$ cat src/rtl/seq_acc_pkg.sv
// Shared definitions for the seq_acc32 stream accumulator: state encoding,
// datapath width and the state decode helper.
package seq_acc_pkg;

    localparam int DATA_W = 32;

    typedef enum logic [1:0] {
        IDLE  = 2'd0,
        ACCUM = 2'd1,
        DONE  = 2'd2
    } state_e;

    // The unused encoding 2'd3 behaves exactly like IDLE.
    function automatic state_e decode_state(input logic [1:0] raw);
        state_e dec;
        case (raw)
            2'd0:    dec = IDLE;
            2'd1:    dec = ACCUM;
            2'd2:    dec = DONE;
            default: dec = IDLE;
        endcase
        return dec;
    endfunction

endpackage

$ cat src/rtl/acc_add32.sv
// Purely combinational 32-bit adder with carry-in and carry-out, used as the
// accumulation datapath of seq_acc32.
module acc_add32
    import seq_acc_pkg::*;
(
    input  logic [DATA_W-1:0] a,
    input  logic [DATA_W-1:0] b,
    input  logic              cin,
    output logic [DATA_W-1:0] sum,
    output logic              cout
);

    logic [DATA_W:0] full_s;

    // 33-bit add so the carry-out falls out of the top bit.
    always_comb begin
        full_s = {1'b0, a} + {1'b0, b} + {{DATA_W{1'b0}}, cin};
    end

    assign sum  = full_s[DATA_W-1:0];
    assign cout = full_s[DATA_W];

endmodule

$ cat src/rtl/seq_acc32.sv
// Stream accumulator: takes a command with an operand count, sums that many
// operands modulo 2^32, counts carry-outs and offers the result on a
// valid/ready port. Optional sticky signed overflow: SEQ_ACC32_SIGNED_OVF_EN.
module seq_acc32
    import seq_acc_pkg::*;
#(
    parameter int LEN_W = 8
) (
    input  logic              clk,
    input  logic              rst,
    input  logic              start,
    input  logic [LEN_W-1:0]  len,
    input  logic              in_valid,
    output logic              in_ready,
    input  logic [DATA_W-1:0] in_data,
    output logic              out_valid,
    input  logic              out_ready,
    output logic [DATA_W-1:0] out_sum,
    output logic [LEN_W-1:0]  out_carry_cnt,
    output logic              out_ovf,
    output logic              busy
);

    localparam logic [LEN_W-1:0] LEN_ZERO = {LEN_W{1'b0}};
    localparam logic [LEN_W-1:0] LEN_ONE  = {{(LEN_W-1){1'b0}}, 1'b1};
    localparam logic [LEN_W-1:0] LEN_MAX  = {LEN_W{1'b1}};

    logic [1:0]        state_r;
    state_e            state_dec_s;
    state_e            state_nxt_s;
    logic [DATA_W-1:0] acc_r;
    logic [DATA_W-1:0] acc_nxt_s;
    logic [LEN_W-1:0]  carry_cnt_r;
    logic [LEN_W-1:0]  carry_cnt_nxt_s;
    logic [LEN_W-1:0]  remaining_r;
    logic [LEN_W-1:0]  remaining_nxt_s;
    logic [DATA_W-1:0] add_sum_s;
    logic              add_cout_s;
    logic              xfer_s;
    logic              clr_s;

    acc_add32 u_add (
        .a    (acc_r),
        .b    (in_data),
        .cin  (1'b0),
        .sum  (add_sum_s),
        .cout (add_cout_s)
    );

    assign state_dec_s = decode_state(state_r);

    // Next-state and datapath update logic; every register holds by default.
    always_comb begin
        state_nxt_s     = state_dec_s;
        acc_nxt_s       = acc_r;
        carry_cnt_nxt_s = carry_cnt_r;
        remaining_nxt_s = remaining_r;
        xfer_s          = 1'b0;
        clr_s           = 1'b0;
        case (state_dec_s)
            IDLE: begin
                if (start) begin
                    clr_s           = 1'b1;
                    acc_nxt_s       = {DATA_W{1'b0}};
                    carry_cnt_nxt_s = LEN_ZERO;
                    remaining_nxt_s = len;
                    if (len != LEN_ZERO) begin
                        state_nxt_s = ACCUM;
                    end else begin
                        state_nxt_s = DONE;
                    end
                end else begin
                    state_nxt_s = IDLE;
                end
            end
            ACCUM: begin
                if (in_valid) begin
                    xfer_s          = 1'b1;
                    acc_nxt_s       = add_sum_s;
                    remaining_nxt_s = remaining_r - LEN_ONE;
                    if (add_cout_s && (carry_cnt_r != LEN_MAX)) begin
                        carry_cnt_nxt_s = carry_cnt_r + LEN_ONE;
                    end else begin
                        carry_cnt_nxt_s = carry_cnt_r;
                    end
                    if (remaining_r == LEN_ONE) begin
                        state_nxt_s = DONE;
                    end else begin
                        state_nxt_s = ACCUM;
                    end
                end else begin
                    state_nxt_s = ACCUM;
                end
            end
            DONE: begin
                // A start arriving with the handshake is deliberately dropped.
                if (out_ready) begin
                    state_nxt_s = IDLE;
                end else begin
                    state_nxt_s = DONE;
                end
            end
            default: begin
                state_nxt_s = IDLE;
            end
        endcase
    end

    // State, accumulator and counter registers.
    always_ff @(posedge clk) begin
        if (rst) begin
            state_r     <= IDLE;
            acc_r       <= {DATA_W{1'b0}};
            carry_cnt_r <= LEN_ZERO;
            remaining_r <= LEN_ZERO;
        end else begin
            state_r     <= state_nxt_s;
            acc_r       <= acc_nxt_s;
            carry_cnt_r <= carry_cnt_nxt_s;
            remaining_r <= remaining_nxt_s;
        end
    end

`ifdef SEQ_ACC32_SIGNED_OVF_EN
    logic ovf_r;
    logic ovf_nxt_s;

    // Sticky signed overflow: same-sign operands giving a result of the other sign.
    always_comb begin
        ovf_nxt_s = ovf_r;
        if (clr_s) begin
            ovf_nxt_s = 1'b0;
        end else if (xfer_s) begin
            ovf_nxt_s = ovf_r | ((acc_r[DATA_W-1] == in_data[DATA_W-1]) &&
                                 (add_sum_s[DATA_W-1] != acc_r[DATA_W-1]));
        end else begin
            ovf_nxt_s = ovf_r;
        end
    end

    // Overflow flag register.
    always_ff @(posedge clk) begin
        if (rst) begin
            ovf_r <= 1'b0;
        end else begin
            ovf_r <= ovf_nxt_s;
        end
    end

    assign out_ovf = ovf_r && (state_dec_s == DONE);
`else
    assign out_ovf = 1'b0;
`endif

    // Outputs are straight decodes of registered state, so they stay stable
    // for as long as DONE is held.
    assign in_ready      = (state_dec_s == ACCUM);
    assign out_valid     = (state_dec_s == DONE);
    assign busy          = (state_dec_s != IDLE);
    assign out_sum       = acc_r;
    assign out_carry_cnt = carry_cnt_r;

endmodule
$ cat config.mk
export PLATFORM = sky130hd
export DESIGN_NAME = seq_acc32
export DESIGN_NICKNAME = d
export VERILOG_FILES = /design/src/rtl/seq_acc_pkg.sv /design/src/rtl/acc_add32.sv /design/src/rtl/seq_acc32.sv
export SDC_FILE = /design/constraint.sdc
export NUM_CORES = 1
export LEC_CHECK = 0
export BUFFER_PORTS_ARGS = -buffer_cell sky130_fd_sc_hd__clkbuf_2
export CAP_MARGIN = 10
export CORE_ASPECT_RATIO = 1.75
export CORE_UTILIZATION = 30
export DETAILED_ROUTE_END_ITERATION = 8
export HOLD_SLACK_MARGIN = 0.12
export SETUP_SLACK_MARGIN = 0.3
export SLEW_MARGIN = 15
export SYNTH_ARGS = -nofsm -noshare
export SYNTH_HDL_FRONTEND = slang
export SYNTH_SLANG_ARGS = --single-unit
$ cat constraint.sdc
create_clock -name clk -period 6.5 [get_ports clk]
set_input_delay 1.3 -clock clk [delete_from_list [all_inputs] [get_ports clk]]
set_output_delay 1.3 -clock clk [all_outputs]
set_load 0.05 [all_outputs]
-- Word-level counts from Yosys, hierarchy flattened
Index checks and enable logic that the tools add are counted.
- bits in registers: 50
- input bits: 45
- logic and storage cells: 40
- output and inout port bits: 44
- equality and inequality tests: 9
- reductions and logical operators: 7
- add/sub/neg operators: 3
- mux-type cells: 17
- operators with widths (operator ; number):
    $mux W32 ; 2
    $pmux W32 S2 ; 1
    $mux W8 ; 5
    $add A32 B32 Y33 ; 1
    $pmux W8 S2 ; 2
    $mux W2 ; 5
    $add A8 B1 Y8 const B ; 1
    $eq A8 B1 Y1 const B ; 1
    $ne A8 B8 Y1 const B ; 1
    $reduce_bool A8 Y1 ; 1
    $sub A8 B1 Y8 const B ; 1
    $pmux W2 S3 ; 1
    $eq A2 B1 Y1 const B ; 2
    $eq A2 B2 Y1 const B ; 2
    $ne A2 B2 Y1 const B ; 2
    $pmux W2 S2 ; 1
    $reduce_and A4 Y1 ; 1
    $reduce_bool A2 Y1 ; 2
    $reduce_and A3 Y1 ; 1
    $logic_not A2 Y1 ; 1
    $ne A2 B1 Y1 const B ; 1
    $logic_and A1 B1 Y1 ; 1

-- Logic depth before layout (Yosys ltp)
- depth in word-level cells: 5
- mapped depth: 11
- depth with buffers taken out: 10

-- Modules after synthesis
Synthesis repeated with hierarchy kept, for this count alone.
- cell total of the unflattened synthesis: 548
- area total of the unflattened synthesis: 4135.2 sq um
- modules (own cells, without submodules) (module ; instances ; cells an instance ; sequential area each (sq um) ; area each (sq um)):
    seq_acc32 ; 1 ; 290 ; 1001.0 ; 2304.7
    acc_add32 ; 1 ; 258 ; 0.0 ; 1830.5

-- Least setup slack after synthesis
No wires, ideal clock.
- path kind: input-to-reg
- start: input in_data[26]
- end: register carry_cnt_r[4], in the netlist out_carry_cnt[4]
- library setup time: 132 ps
- path slack: 2979 ps
- required time: 6368 ps
- stages on the path: 11
- arrival time: 3389 ps
- buffers on the path: 2
- cell sequence: ha_1 -> buf_4 -> nand4_4 -> or2_1 -> or4b_1 -> o211a_2 -> a41oi_2 -> buf_4 -> a31oi_1 -> o21ai_0 -> a21oi_1
- cells in the longest elaborated chain, start to end: 4
- RTL lines (item ; line ; text):
    from (decl) ; seq_acc32.sv:15 ; input logic [DATA_W-1:0] in_data,
    $add A32 B32 Y33 ; acc_add32.sv:17 ; full_s = {1'b0, a} + {1'b0, b} + {{DATA_W{1'b0}}, cin};
    $logic_and A1 B1 Y1 ; seq_acc32.sv:81 ; if (add_cout_s && (carry_cnt_r != LEN_MAX)) begin
    $ne A2 B1 Y1 (no line) ; - ;
    $reduce_and A4 Y1 (no line) ; - ;
    to (signal assigned) ; seq_acc32.sv:119 ; carry_cnt_r <= carry_cnt_nxt_s;
    to (decl) ; seq_acc32.sv:33 ; logic [LEN_W-1:0] carry_cnt_r;
Every way passes these cells.
A chain may end at the register's enable or synchronous reset.

-- Final worst setup path
- start: input in_data[24]
- end: register carry_cnt_r[5], in the netlist out_carry_cnt[5]
Same word-level chain as after synthesis.

==> impl_metrics.ini <==
[clocking]
cts_tree = yes
cts_buf_count = 5
cts.sink_count = 50
cts.reportedPaths.clkPinSlew_ps = 70
post_cts.repair.setup_buffers = 0
cts_max_path_buffers = 2
root_buffer = sky130_fd_sc_hd__clkbuf_16
cts_hold_buf = 0
post_cts.resized_instances = 0
clkLatencyLatePin_ps = 300
cts-htree-levels = 2

[cells_and_area]
finalNetCount = 667
design_area_mm2 = 0.004649
post_route_cells_drive_above_1_share = 0.1832
area_growth_syn_to_layout_pct = 18.27
fillerInstances = 1387
antenna_fix_cells = 0

[critical_path]
slowest_stage = sky130_fd_sc_hd__or4b_1
timing.critical_path.depth = 10
crit_path_max_incr_delay_ps = 540
critical_path.top_delay_family = simple AND/OR/NAND/NOR gates
worst_setup_path_endpoint = out_carry_cnt[5]
end_kind = flop
critical_path_fanout_max = 12
crit_path_from = in_data[24]
timing.critical_path.required_ps = 6720
regToRegStartpoint = out_sum[26]
setup.worst_path.start_class = input port
timing.critical_path.arrival_ps = 4100
timing.reg2reg.worst_path_depth = 9
cell_chain_critical_path = clkbuf_2 -> ha_1 -> nand4_4 -> or2_1 -> or4b_1 -> o211a_2 -> a41oi_2 -> nand3_1 -> or3_1 -> a21oi_1
buf_inv_stages_crit_path = 1
timing.rr.end = out_carry_cnt[5]
criticalPathCategory = in -> reg
setup.reg_to_reg.worst_slack_ps = 3380

[outcome]
run_status = completed

[logic_synthesis]
synth.cell_area_mm2 = 0.003931
post-synth-top-area-fraction = 0.2546
syn-mean-instance-area_um2 = 7.634
ys_dominant_reg_cell = sky130_fd_sc_hd__dfxtp_1
synth.ff_latch_count = 50
synth_cell_types = 61
synth_warnings = 0
post-synth-top-count-cell = sky130_fd_sc_hd__a21oi_1
synth_largest_area_cell = sky130_fd_sc_hd__dfxtp_1
synth_sequential_area_ratio = 0.2546
synth_edf_count = 0
synth.top_cells.by_area = sky130_fd_sc_hd__dfxtp_1 25%, sky130_fd_sc_hd__ha_1 12%, sky130_fd_sc_hd__a21oi_1 6.7%
async_reset_ff_frac = 0
synthesis.nets = 599
netlist_top_cells_count = 53 x sky130_fd_sc_hd__a21oi_1, 50 x sky130_fd_sc_hd__dfxtp_1, 47 x sky130_fd_sc_hd__nor2_1, 45 x sky130_fd_sc_hd__nand2_1
postSynthCellCount = 515

[global_route]
grt_pass1_wl_um = 19410
grt_start_max_net_pins = 34
remaining_overflow_grt = 0
grt_use_total = 0.1822
grt_pass1_vias = 4157
antenna_found_initial = 0

[floorplan]
rows = 55
floorplan.die_area_mm2 = 0.01358
die_y_um = 153.4
floorplan.initialDensity = 0.3055
chipWidth_um = 88.54
core_mm2 = 0.01287
ios = 89

[sta]
skew_ps = 6.587
setup-violations-final = 0
hold_violations = 0
timing.setup.tns_ps = 0
finalHoldWorstSlack_ps = 479.9
layout_worst_path_cycle_share = 0.5964
rsz0062_at_grt = no
worstMarginPinSlew_ps = 958.6
finalCriticalPeriod_ps = 3877
fmax_mhz = 257.9
timing.final.ws_setup_ps = 2623
final-max-slew-violation-count = 0
worst_slew_margin_rel = 0.3586

[placed_design]
place.gp.congestion = 0.9136
place_ws_ps = 2337
place_hpwl_um = 9301
place_area_mm2 = 0.004476
placement.io_buffers = 87

[drt]
drt-wirelength-per-cell_um = 15.79
drc_errors = 0
drt_iter0_drc = 194
viasPerCell = 5.389
num_vias = 4069
drtAntennaViolNets = 0
wirelength_um = 11920
drt_first_pass_iters = 6

[job]
maxCapViolations = 0

[power_and_ir_drop]
power.density_mw_per_mm2 = 208.0
total_leakage_power_nw = 2.099
max-vdd-ir-drop_mv = 0.1077

[hold_path]
worst_hold_path_type = reg -> reg
report_power, final:
group	total, W	switching (W)	internal [W]
Combinational	0.000306	0.000203	0.000102
Sequential	0.000340	0.0000156	0.000325
Clock	0.000321	0.000136	0.000185
Total	0.000967	0.000355	0.000612
final cells by class:
class	instances	area (µm²)	share of cell area
clock inverter	3	48.80	0.01050
tap	171	214.0	0.04602
clock buffer	5	125.1	0.02691
inverter	16	60.06	0.01292
timing repair buffer	91	465.4	0.1001
multi-input combinational	419	2735	0.5883
sequential	50	1001	0.2153
sequential cells by signal, summed over array words and instances (netlist names):
| register | flops |
|---|---|
| out_carry_cnt | 8 |
| out_sum | 32 |
| remaining_r | 8 |
| state_r | 2 |
through the flow:
step	instances	power, W	util
after floorplan	515	0.0005725	-
after global placement	747	0.0006472	0.3478
after detailed placement	747	0.0006521	0.3478
after CTS	755	0.0009775	0.3613
after global routing	755	0.001020	0.3613
final	755	0.0009669	0.3613
kinds of logic after synthesis:
logic type	after synthesis	share of synthesized area
simple gates	180	0.2301
compound gates	173	0.2801
flops	50	0.2546
buf+inv	46	0.04965
fa+ha+maj	39	0.1260
xor+xnor	24	0.05347
mux	2	0.005093
other cells	1	0.0009539
worst min-delay path by stage:
| stage | start | cells past startpoint | end | slack [ps] |
|---|---|---|---|---|
| 6_report | out_sum[23] | 2 | out_sum[23] | 480 |
| 3_5_place_dp | out_sum[0] | 2 | out_sum[0] | 470 |
| 3_3_place_gp | out_sum[0] | 2 | out_sum[0] | 460 |
| 2_1_floorplan | remaining_r[6] | 2 | remaining_r[6] | 480 |
| 4_1_cts | out_sum[3] | 2 | out_sum[3] | 480 |
| 5_1_grt | out_sum[3] | 2 | out_sum[3] | 500 |
tightest hold or removal path, stage by stage (launching register included):
cell and delay [ps]:
sky130_fd_sc_hd__dfxtp_1 320, sky130_fd_sc_hd__nand2_1 50, sky130_fd_sc_hd__o21ai_0 60
layer usage:
metal	wire [µm]	track usage	vias up	share of wire
met5	0	0	-	0
met4	351	0.08602	0	0.029
met3	501	0.02808	21	0.042
met2	6519	0.3513	126	0.55
met1	4547	0.1805	1895	0.38
li1	-	-	2027	-
layout by cell type (no fill, tap or decap), types with 14 or more instances in the layout:
| cell | netlist | final |
|---|---|---|
| sky130_fd_sc_hd__a21o_1 | 16 | 16 |
| sky130_fd_sc_hd__a21oi_1 | 53 | 53 |
| sky130_fd_sc_hd__clkbuf_2 | 0 | 87 |
| sky130_fd_sc_hd__dfxtp_1 | 50 | 50 |
| sky130_fd_sc_hd__ha_1 | 38 | 38 |
| sky130_fd_sc_hd__inv_1 | 15 | 15 |
| sky130_fd_sc_hd__nand2_1 | 45 | 45 |
| sky130_fd_sc_hd__nand3_1 | 20 | 20 |
| sky130_fd_sc_hd__nor2_1 | 47 | 47 |
| sky130_fd_sc_hd__o21ai_0 | 38 | 38 |
| sky130_fd_sc_hd__xor2_1 | 14 | 14 |
(Power assumes the default switching activity.)
